<file path="config.mk">
export PLATFORM = sky130hd
export DESIGN_NAME = regfile_sb
export DESIGN_NICKNAME = d
export VERILOG_FILES = /design/src/rtl/regfile_sb.sv
export SDC_FILE = /design/constraint.sdc
export NUM_CORES = 2
export LEC_CHECK = 0
export CAP_MARGIN = 20
export CORE_UTILIZATION = 63
export DETAILED_ROUTE_END_ITERATION = 7
export GPL_TIMING_DRIVEN = 0
export PLACE_DENSITY = 0.85
export SLEW_MARGIN = 20
export SYNTH_ARGS = -nofsm -noshare
export SYNTH_HDL_FRONTEND = slang
export SYNTH_SLANG_ARGS = --single-unit
</file>
<file path="constraint.sdc">
create_clock -name clk -period 5.3 [get_ports clk]
set_input_delay 1.06 -clock clk [delete_from_list [all_inputs] [get_ports clk]]
set_output_delay 1.06 -clock clk [all_outputs]
set_load 0.005 [all_outputs]
</file>
<file path="src/rtl/regfile_sb.sv">
// -----------------------------------------------------------------------------
// regfile_sb -- register file with a per-register pending (scoreboard) bit.
//
// Two combinational read ports return register data and its pending flag.
// An issue request marks its destination pending, and a later writeback
// clears it. pend_cnt tracks how many registers are pending.
//
// Ports:
//   clk                  sole clock, rising edge
//   reset                synchronous, active-low reset
//   rd_addr_1/2          read addresses
//   rd_data_1/2          read data (combinational)
//   rd_pend_1/2          addressed register has an outstanding write
//   wr_en/addr/data      writeback strobe, address, data
//   iss_en/iss_addr      issue request and its destination
//   iss_stall            issue refused because the destination is pending
//   pend_cnt             registered number of pending registers
//
// Optional feature macro: REGFILE_SB_BYPASS_EN
//   Defined   : a writeback is forwarded to matching read ports in the same cycle.
//   Undefined : reads return stored values only.
// -----------------------------------------------------------------------------
module regfile_sb #(
  parameter int DATA_W   = 32,
  parameter int ADDR_W   = 5,
  parameter int ZERO_REG = 1
) (
  input  logic              clk,
  input  logic              reset,
  input  logic [ADDR_W-1:0] rd_addr_1,
  input  logic [ADDR_W-1:0] rd_addr_2,
  output logic [DATA_W-1:0] rd_data_1,
  output logic [DATA_W-1:0] rd_data_2,
  output logic              rd_pend_1,
  output logic              rd_pend_2,
  input  logic              wr_en,
  input  logic [ADDR_W-1:0] wr_addr,
  input  logic [DATA_W-1:0] wr_data,
  input  logic              iss_en,
  input  logic [ADDR_W-1:0] iss_addr,
  output logic              iss_stall,
  output logic [ADDR_W:0]   pend_cnt
);

  localparam int DEPTH = 1 << ADDR_W;
  localparam logic [ADDR_W-1:0] ADDR_ZERO = {ADDR_W{1'b0}};
  localparam logic [DATA_W-1:0] DATA_ZERO = {DATA_W{1'b0}};
  localparam logic [ADDR_W:0]   CNT_ZERO  = {(ADDR_W+1){1'b0}};

  logic [DATA_W-1:0] mem_q [DEPTH];
  logic [DEPTH-1:0]  pend_q;
  logic [DEPTH-1:0]  pend_d;
  logic [ADDR_W:0]   pend_cnt_q;
  logic [ADDR_W:0]   pend_cnt_d;

  logic wr_ok_s;
  logic same_s;
  logic iss_set_s;
  logic set_new_s;
  logic clr_s;

  // True when the address is the hardwired zero register.
  function automatic logic is_zero(input logic [ADDR_W-1:0] a);
    return (ZERO_REG != 0) && (a == ADDR_ZERO);
  endfunction

  // Decode of writeback / issue qualifiers; all gated off while in reset.
  always_comb begin
    wr_ok_s   = reset & wr_en & ~is_zero(wr_addr);
    same_s    = iss_en & wr_en & (iss_addr == wr_addr);
    // A same-address writeback hands the register straight to the new issue,
    // so the issue is accepted even when the register is currently pending.
    iss_set_s = reset & iss_en & ~is_zero(iss_addr) & (same_s | ~pend_q[iss_addr]);
    iss_stall = reset & iss_en & pend_q[iss_addr] & ~same_s;
    set_new_s = iss_set_s & ~pend_q[iss_addr];
    clr_s     = wr_ok_s & pend_q[wr_addr] & ~(iss_set_s & same_s);
  end

  // Next pending vector and count: clear on writeback, then set on issue.
  always_comb begin
    pend_d = pend_q;
    if (wr_ok_s) begin
      pend_d[wr_addr] = 1'b0;
    end else begin
      pend_d = pend_q;
    end
    if (iss_set_s) begin
      pend_d[iss_addr] = 1'b1;
    end else begin
      pend_d[iss_addr] = pend_d[iss_addr];
    end
    pend_cnt_d = pend_cnt_q + {{ADDR_W{1'b0}}, set_new_s} - {{ADDR_W{1'b0}}, clr_s};
  end

  // Register array, pending vector and count with synchronous active-low reset.
  always_ff @(posedge clk) begin
    if (!reset) begin
      for (int i = 0; i < DEPTH; i++) begin
        mem_q[i] <= DATA_ZERO;
      end
      pend_q     <= {DEPTH{1'b0}};
      pend_cnt_q <= CNT_ZERO;
    end else begin
      if (wr_ok_s) begin
        mem_q[wr_addr] <= wr_data;
      end
      pend_q     <= pend_d;
      pend_cnt_q <= pend_cnt_d;
    end
  end

  assign pend_cnt = pend_cnt_q;

  // Read port 1: zero register, optional same-cycle forwarding, stored state.
  always_comb begin
    rd_data_1 = mem_q[rd_addr_1];
    rd_pend_1 = pend_q[rd_addr_1];
    if (is_zero(rd_addr_1)) begin
      rd_data_1 = DATA_ZERO;
      rd_pend_1 = 1'b0;
`ifdef REGFILE_SB_BYPASS_EN
    end else if (wr_ok_s && (rd_addr_1 == wr_addr)) begin
      rd_data_1 = wr_data;
      rd_pend_1 = 1'b0;
`endif
    end else begin
      rd_data_1 = mem_q[rd_addr_1];
      rd_pend_1 = pend_q[rd_addr_1];
    end
  end

  // Read port 2: same structure as port 1.
  always_comb begin
    rd_data_2 = mem_q[rd_addr_2];
    rd_pend_2 = pend_q[rd_addr_2];
    if (is_zero(rd_addr_2)) begin
      rd_data_2 = DATA_ZERO;
      rd_pend_2 = 1'b0;
`ifdef REGFILE_SB_BYPASS_EN
    end else if (wr_ok_s && (rd_addr_2 == wr_addr)) begin
      rd_data_2 = wr_data;
      rd_pend_2 = 1'b0;
`endif
    end else begin
      rd_data_2 = mem_q[rd_addr_2];
      rd_pend_2 = pend_q[rd_addr_2];
    end
  end

endmodule

</file>
==> impl_metrics.env <==
export IMPL_status="complete, but fails checks"
export IMPL_violations="design-rule violations, negative setup slack"
export IMPL_drt_first_pass_iters=8
export IMPL_final_max_slew_viol_count=0
export IMPL_reg2reg_to="pend_cnt[4]$_SDFF_PN0_"
export IMPL_p_per_area_nw_per_um2=322.9
export IMPL_syn_inst=3920
export IMPL_ys_ff_latch=1062
export IMPL_via_per_inst=8.362
export IMPL_p_leak_nw=25.54
export IMPL_yosysSeqAreaShare_pct=54.12
export IMPL_reg2regPathDepth=14
export IMPL_num_io_pins=129
export IMPL_critPathKind="in2out"
export IMPL_clkSinkCount=1062
export IMPL_hold_path_startpoint="pend_cnt[0]$_SDFF_PN0_"
export IMPL_clockBufferDepth=3
export IMPL_fillers=5785
export IMPL_yosysTopAreaCellShare_pct=52.81
export IMPL_synthTopCellsByArea="edfxtp_1 (53%), mux4_2 (21%), and3_1 (9.3%)"
export IMPL_core_area_sq_um=91660
export IMPL_hpwl_mm=179.7
export IMPL_grt_pass1_vias=43120
export IMPL_hold_viol_final=0
export IMPL_initial_core_util_pct=63.52
export IMPL_layout_drive_gt1_share_pct=25.18
export IMPL_critPathCaptureType="output pin"
export IMPL_required_ps=4240
export IMPL_wirelength_mm=245.9
export IMPL_overflow=0
export IMPL_synth_edf_count=1024
export IMPL_route_vias_total=46030
export IMPL_r2r_slack_ps=1800
export IMPL_clk_pin_slew_ps=60
export IMPL_die_width_um=306.0
export IMPL_cts_buffers=111
export IMPL_yosys_warnings=0
export IMPL_setup_viol=37
export IMPL_rsz0062_at_grt="false"
export IMPL_clock_root_buffer="clkbuf_16"
export IMPL_rr_startpoint="pend_q[18]$_SDFF_PN0_"
export IMPL_finalWorstSetupSlack_ps=-219.2
export IMPL_synthArstFlopShare_pct=0
export IMPL_drc=7
export IMPL_synthFlopType="edfxtp_1"
export IMPL_area_growth_pct=13.94
export IMPL_place_area_sq_um=62010
export IMPL_avgRoutedWirePerCell_um=44.66
export IMPL_hold_ws_ps=591.0
export IMPL_die_y_um=306.0
export IMPL_cts_tree="built"
export IMPL_syn_cell_area_sq_um=58230
export IMPL_grt_start_max_net_pins=34
export IMPL_skew_ps=12.42
export IMPL_htree_num_levels=3
export IMPL_ir_worst_vdd_mv=0.3797
export IMPL_drt_first_iter_violations=10750
export IMPL_max_cap_violations=0
export IMPL_track_usage_pct=52.42
export IMPL_ant_nets=0
export IMPL_min_period_over_period_pct=104.1
export IMPL_ys_types=77
export IMPL_worst_pin_slew_ps=1279
export IMPL_gp_congestion=1.074
export IMPL_final_nets=4278
export IMPL_avgSynthCellArea_sq_um=14.85
export IMPL_final_cell_area_sq_um=66340
export IMPL_clkLatencyLatePin_ps=740
export IMPL_min_period_ps=5519
export IMPL_antenna_found_initial=17
export IMPL_grt_first_pass_wirelength_mm=331.9
export IMPL_die_area_sq_um=93650
export IMPL_critPathLaunchType="primary input"
export IMPL_path_max_fanout=10
export IMPL_max_freq_mhz=181.2
export IMPL_synth_top_cell_by_area="edfxtp_1"
export IMPL_std_cell_rows=111
export IMPL_hold_depth=2
export IMPL_crit_arrival_ps=4460
export IMPL_hold_path_class="reg2reg"
export IMPL_min_to="pend_cnt[0]$_SDFF_PN0_"
export IMPL_relSlewSlack_pct=14.76
export IMPL_port_buffers=115
-- cell type report --
class                      instances  area (sq um)  share of cell area [%]
inverter                          21         78.83                  0.1188
sequential                      1062         31510                   47.50
clock inverter                    63         651.9                  0.9826
multi-input combinational       2338         25160                   37.92
tap                             1186          1484                   2.237
clock buffer                     140          2918                   4.398
buffer                           529          2536                   3.823
timing repair buffer             152          1974                   2.976
antenna                           14         35.03                 0.05281
-- registers in the layout, summed over array words and instances (netlist names) --
signal	cells
pend_q	32
mem_q	1024
pend_cnt	6
-- report_power, final --
group | total (mW) | switching (mW) | internal [mW]
Sequential | 9.92 | 0.264 | 9.66
Clock | 7.99 | 3.56 | 4.43
Combinational | 3.51 | 2.16 | 1.35
Total | 21.4 | 5.99 | 15.4
-- cell usage in the layout, fill, tap and decap left out, drive strengths merged, types with 44 or more instances in the layout --
cell,n
edfxtp,1024
and3,868
clkbuf,569
mux4,551
mux2i,167
and2,135
buf,133
clkdlybuf4s50,115
nand2,68
nor2,67
mux2,52
a21oi,44
-- critical path: stages --
cell and delay (ps):
buf_2 250, buf_2 560, clkdlybuf4s15_2 650, mux4_2 460, mux2_2 280, a21oi_1 500, nor3_1 170, clkdlybuf4s50_1 510
-- synthesized netlist by cell type (4+ instances only) --
master       n
inv_1       21
a221oi_1    29
clkbuf_1   413
nand3b_1     6
mux2i_1    167
ha_1         6
o211ai_1     8
o22ai_1     36
a21oi_1     44
buf_2       72
o21ai_0     31
nand2b_1    10
edfxtp_1  1024
dfxtp_1     38
xor2_1       6
mux4_2     551
buf_1       16
nand3_1     10
and2_1     135
nor2_1      66
a31oi_1      6
a211oi_1    22
nand2_1     68
a311oi_2    10
xnor2_1      4
o221ai_1    36
o311a_1      5
buf_4       23
a211o_1     21
and3_1     867
or3_1        4
nor3_1      27
nor2b_1      8
a22o_1       7
o211a_1      4
mux2_2      52
a21o_1       5
-- worst max path at each step --
stage | from | endpoint | slack [ps] | cells after the start
detailed placement | rd_addr_1[3] | rd_data_1[3] | -1220 | 7
floorplan | wr_addr[2] | mem_q[18][0]$_SDFFCE_PN0P_ | 780 | 4
CTS | rd_addr_2[0] | rd_data_2[25] | 1 | 8
finish | rd_addr_1[1] | rd_data_1[31] | -220 | 8
global placement | reset | mem_q[14][17]$_SDFFCE_PN0P_ | -2090 | 4
global route | rd_addr_2[0] | rd_data_2[27] | 4 | 8
-- stage by stage --
stage | instances | setup TNS [ps] | util, % | power (mW) | worst slack, ps
global placement | 5252 | -735260 | 66.52 | 13.08 | -2089
CTS | 5492 | 0 | 72.07 | 20.92 | 1.151
detailed placement | 5289 | -42310 | 67.65 | 13.21 | -1222
global route | 5492 | 0 | 72.34 | 21.51 | 3.544
finish | 5505 | -2378 | 72.38 | 21.42 | -219.2
floorplan | 3951 | 0 | - | 11.68 | 780.7
-- what timing repair did --
action	in CTS	in global routing
setup endpoints to repair	66	59
gates cloned	0	0
pin swaps	3	1
hold buffers	0	0
buffers inserted	0	0
resized for setup	146	88
-- cell families after synthesis --
logic type               after synthesis  synth area share [%]
AND/OR/NAND/NOR                     1230                 12.70
flip-flops                          1062                 54.12
multiplexers                         770                 25.19
buffers and inverters                551                 3.900
AO/OA/AOI/OAI                        289                 3.778
XOR/XNOR                              10                0.1504
adder cells (fa/ha/maj)                7                0.1633
other                                  1              0.006440
-- routing by layer --
metal | track usage, % | share of wire, % | vias to the layer above
met2 | 71.60 | 41 | 5780
met3 | 30.63 | 21 | 1332
met1 | 64.62 | 30 | 22430
li1 | - | - | 16460
met4 | 29.36 | 7.7 | 32
met5 | 2.894 | 0.28 | -
No activity file was read; power rests on OpenSTA's default activity.
==> variant (config.mk and constraints unchanged) <==
Set the parameter `DATA_W` to 24 (it was 32).
--- a/src/rtl/regfile_sb.sv
+++ b/src/rtl/regfile_sb.sv
@@ -21,7 +21,7 @@
 //   Undefined : reads return stored values only.
 // -----------------------------------------------------------------------------
 module regfile_sb #(
-  parameter int DATA_W   = 32,
+  parameter int DATA_W   = 24,
   parameter int ADDR_W   = 5,
   parameter int ZERO_REG = 1
 ) (
Ports: changed (resized rd_data_1, rd_data_2 and wr_data); port bits go from 129 to 105. No check against the original RTL was run, so the function may have changed too.
==> variant against the original RTL <==
  * The run still ends with design-rule violations, negative setup slack left
  * Design area fell by 24%
  * Wire length fell by 23%
  * Worst setup slack improved by 0.0067 ns
  * Sequential cell count fell by 256
  * Maximum frequency rose by 0.12%
  * Total power fell by 25%
  * Synthesized area fell by 24%
  * Die area fell by 23%
  * Largest cell class unchanged
  * Largest power group unchanged
==> variant: results (changes against the original RTL) <==
Status -> finished with violations
Failing checks -> design-rule violations, negative setup slack
Worst VDD drop -> 0.000307 V (-19%)
Synth-to-Final Area Change -> 13.0%
Worst skew pair latency -> 0.67 ns (-0.07 ns)
Grt met1 use -> 0.633 (-0.0136)
Synth Area in Adders -> 0.00214 (+0.000505)
Share of cells above drive strength 1 -> 0.237 (-0.0148)
Hold WS -> 0.609 ns (+0.0177 ns)
Largest net degree at the start of global routing -> 25 (-26%)
Clock skew -> 0.0160 ns (+0.00362 ns)
Post_cts resized -> 55 (-62%)
Switching Power -> 4510 µW (-25%)
Final WL -> 189000 µm (-23%)
Synth Area in XOR/XNOR -> 0.00197 (+0.000465)
Drc violations -> 1 (-6)
Synth top area cells -> edfxtp_1 (52%), mux4_2 (22%), and3_1 (11%)
Routability Congestion -> 1.08 (+0.33%)
Seq/Total Area, Yosys -> 0.536 (-0.00550)
Reg2Reg Launch Point -> pend_q[8]
Max FFs per register -> 768 (-25%)
CP peak stage delay -> 0.71 ns (+0.06 ns)
R2R depth -> 13 (-1)
Nets@finish -> 3292 (-23%)
Metal-1 WL -> 54500 µm (-27%)
DR WL/cell -> 44.6 µm (-0.21%)
Post-synth EDFFs -> 768 (-25%)
Mux contribution to synthesized area -> 0.253 (+0.00137)
Met3 Use GR -> 0.261 (-0.0454)
Worst Setup EP -> rd_data_1[20]
# port buffers -> 90 (-22%)
Initial DRC Count -> 7876 (-27%)
Post-Synthesis Cells -> 3021 (-23%)
Fin Setup TNS -> -2.50 ns (-0.121 ns)
Post-Place Setup Slack -> -0.911 ns (+0.310 ns)
Met3 WL post-DR -> 36600 µm (-30%)
Setup ws final -> -0.212 ns (+0.00673 ns)
Leakage -> 0.0195 µW (-23%)
Initial antenna violation count -> 27 (+10)
Worst Setup SP -> rd_addr_1[3]
Number of distinct library cells after synthesis -> 73 (-5.2%)
Fillers -> 4513 (-22%)
Final setup viols -> 32 (-14%)
[variant: cell types whose count changed after synthesis, moves of 20 or more]
cell	before	now
a21oi_1	44	18
and2_1	135	7
and3_1	867	750
buf_2	72	50
clkbuf_1	413	332
edfxtp_1	1024	768
mux2_2	52	32
mux2i_1	167	115
mux4_2	551	433
[variant: worst reg2reg max path: cells and delay by family, from the launching register on]
family	cells	cell delay, ns
buffers and inverters	1	0.04
adders and majority gates	3	1.06
and+or+nand+nor	5	0.75
xor gates and xnor gates	1	0.16
muxes	1	0.48
DFF	1	0.39
AOI/OAI and AO/OA	2	0.54
[variant: area by class of cell]
type                       instances  area share
buffer                           415      0.0378
timing repair buffer             108      0.0269
clock inverter                    49     0.00809
sequential                       806       0.474
inverter                          11    0.000822
tap                              940      0.0234
multi-input combinational       1811       0.385
clock buffer                     100      0.0439
antenna                            7    0.000349
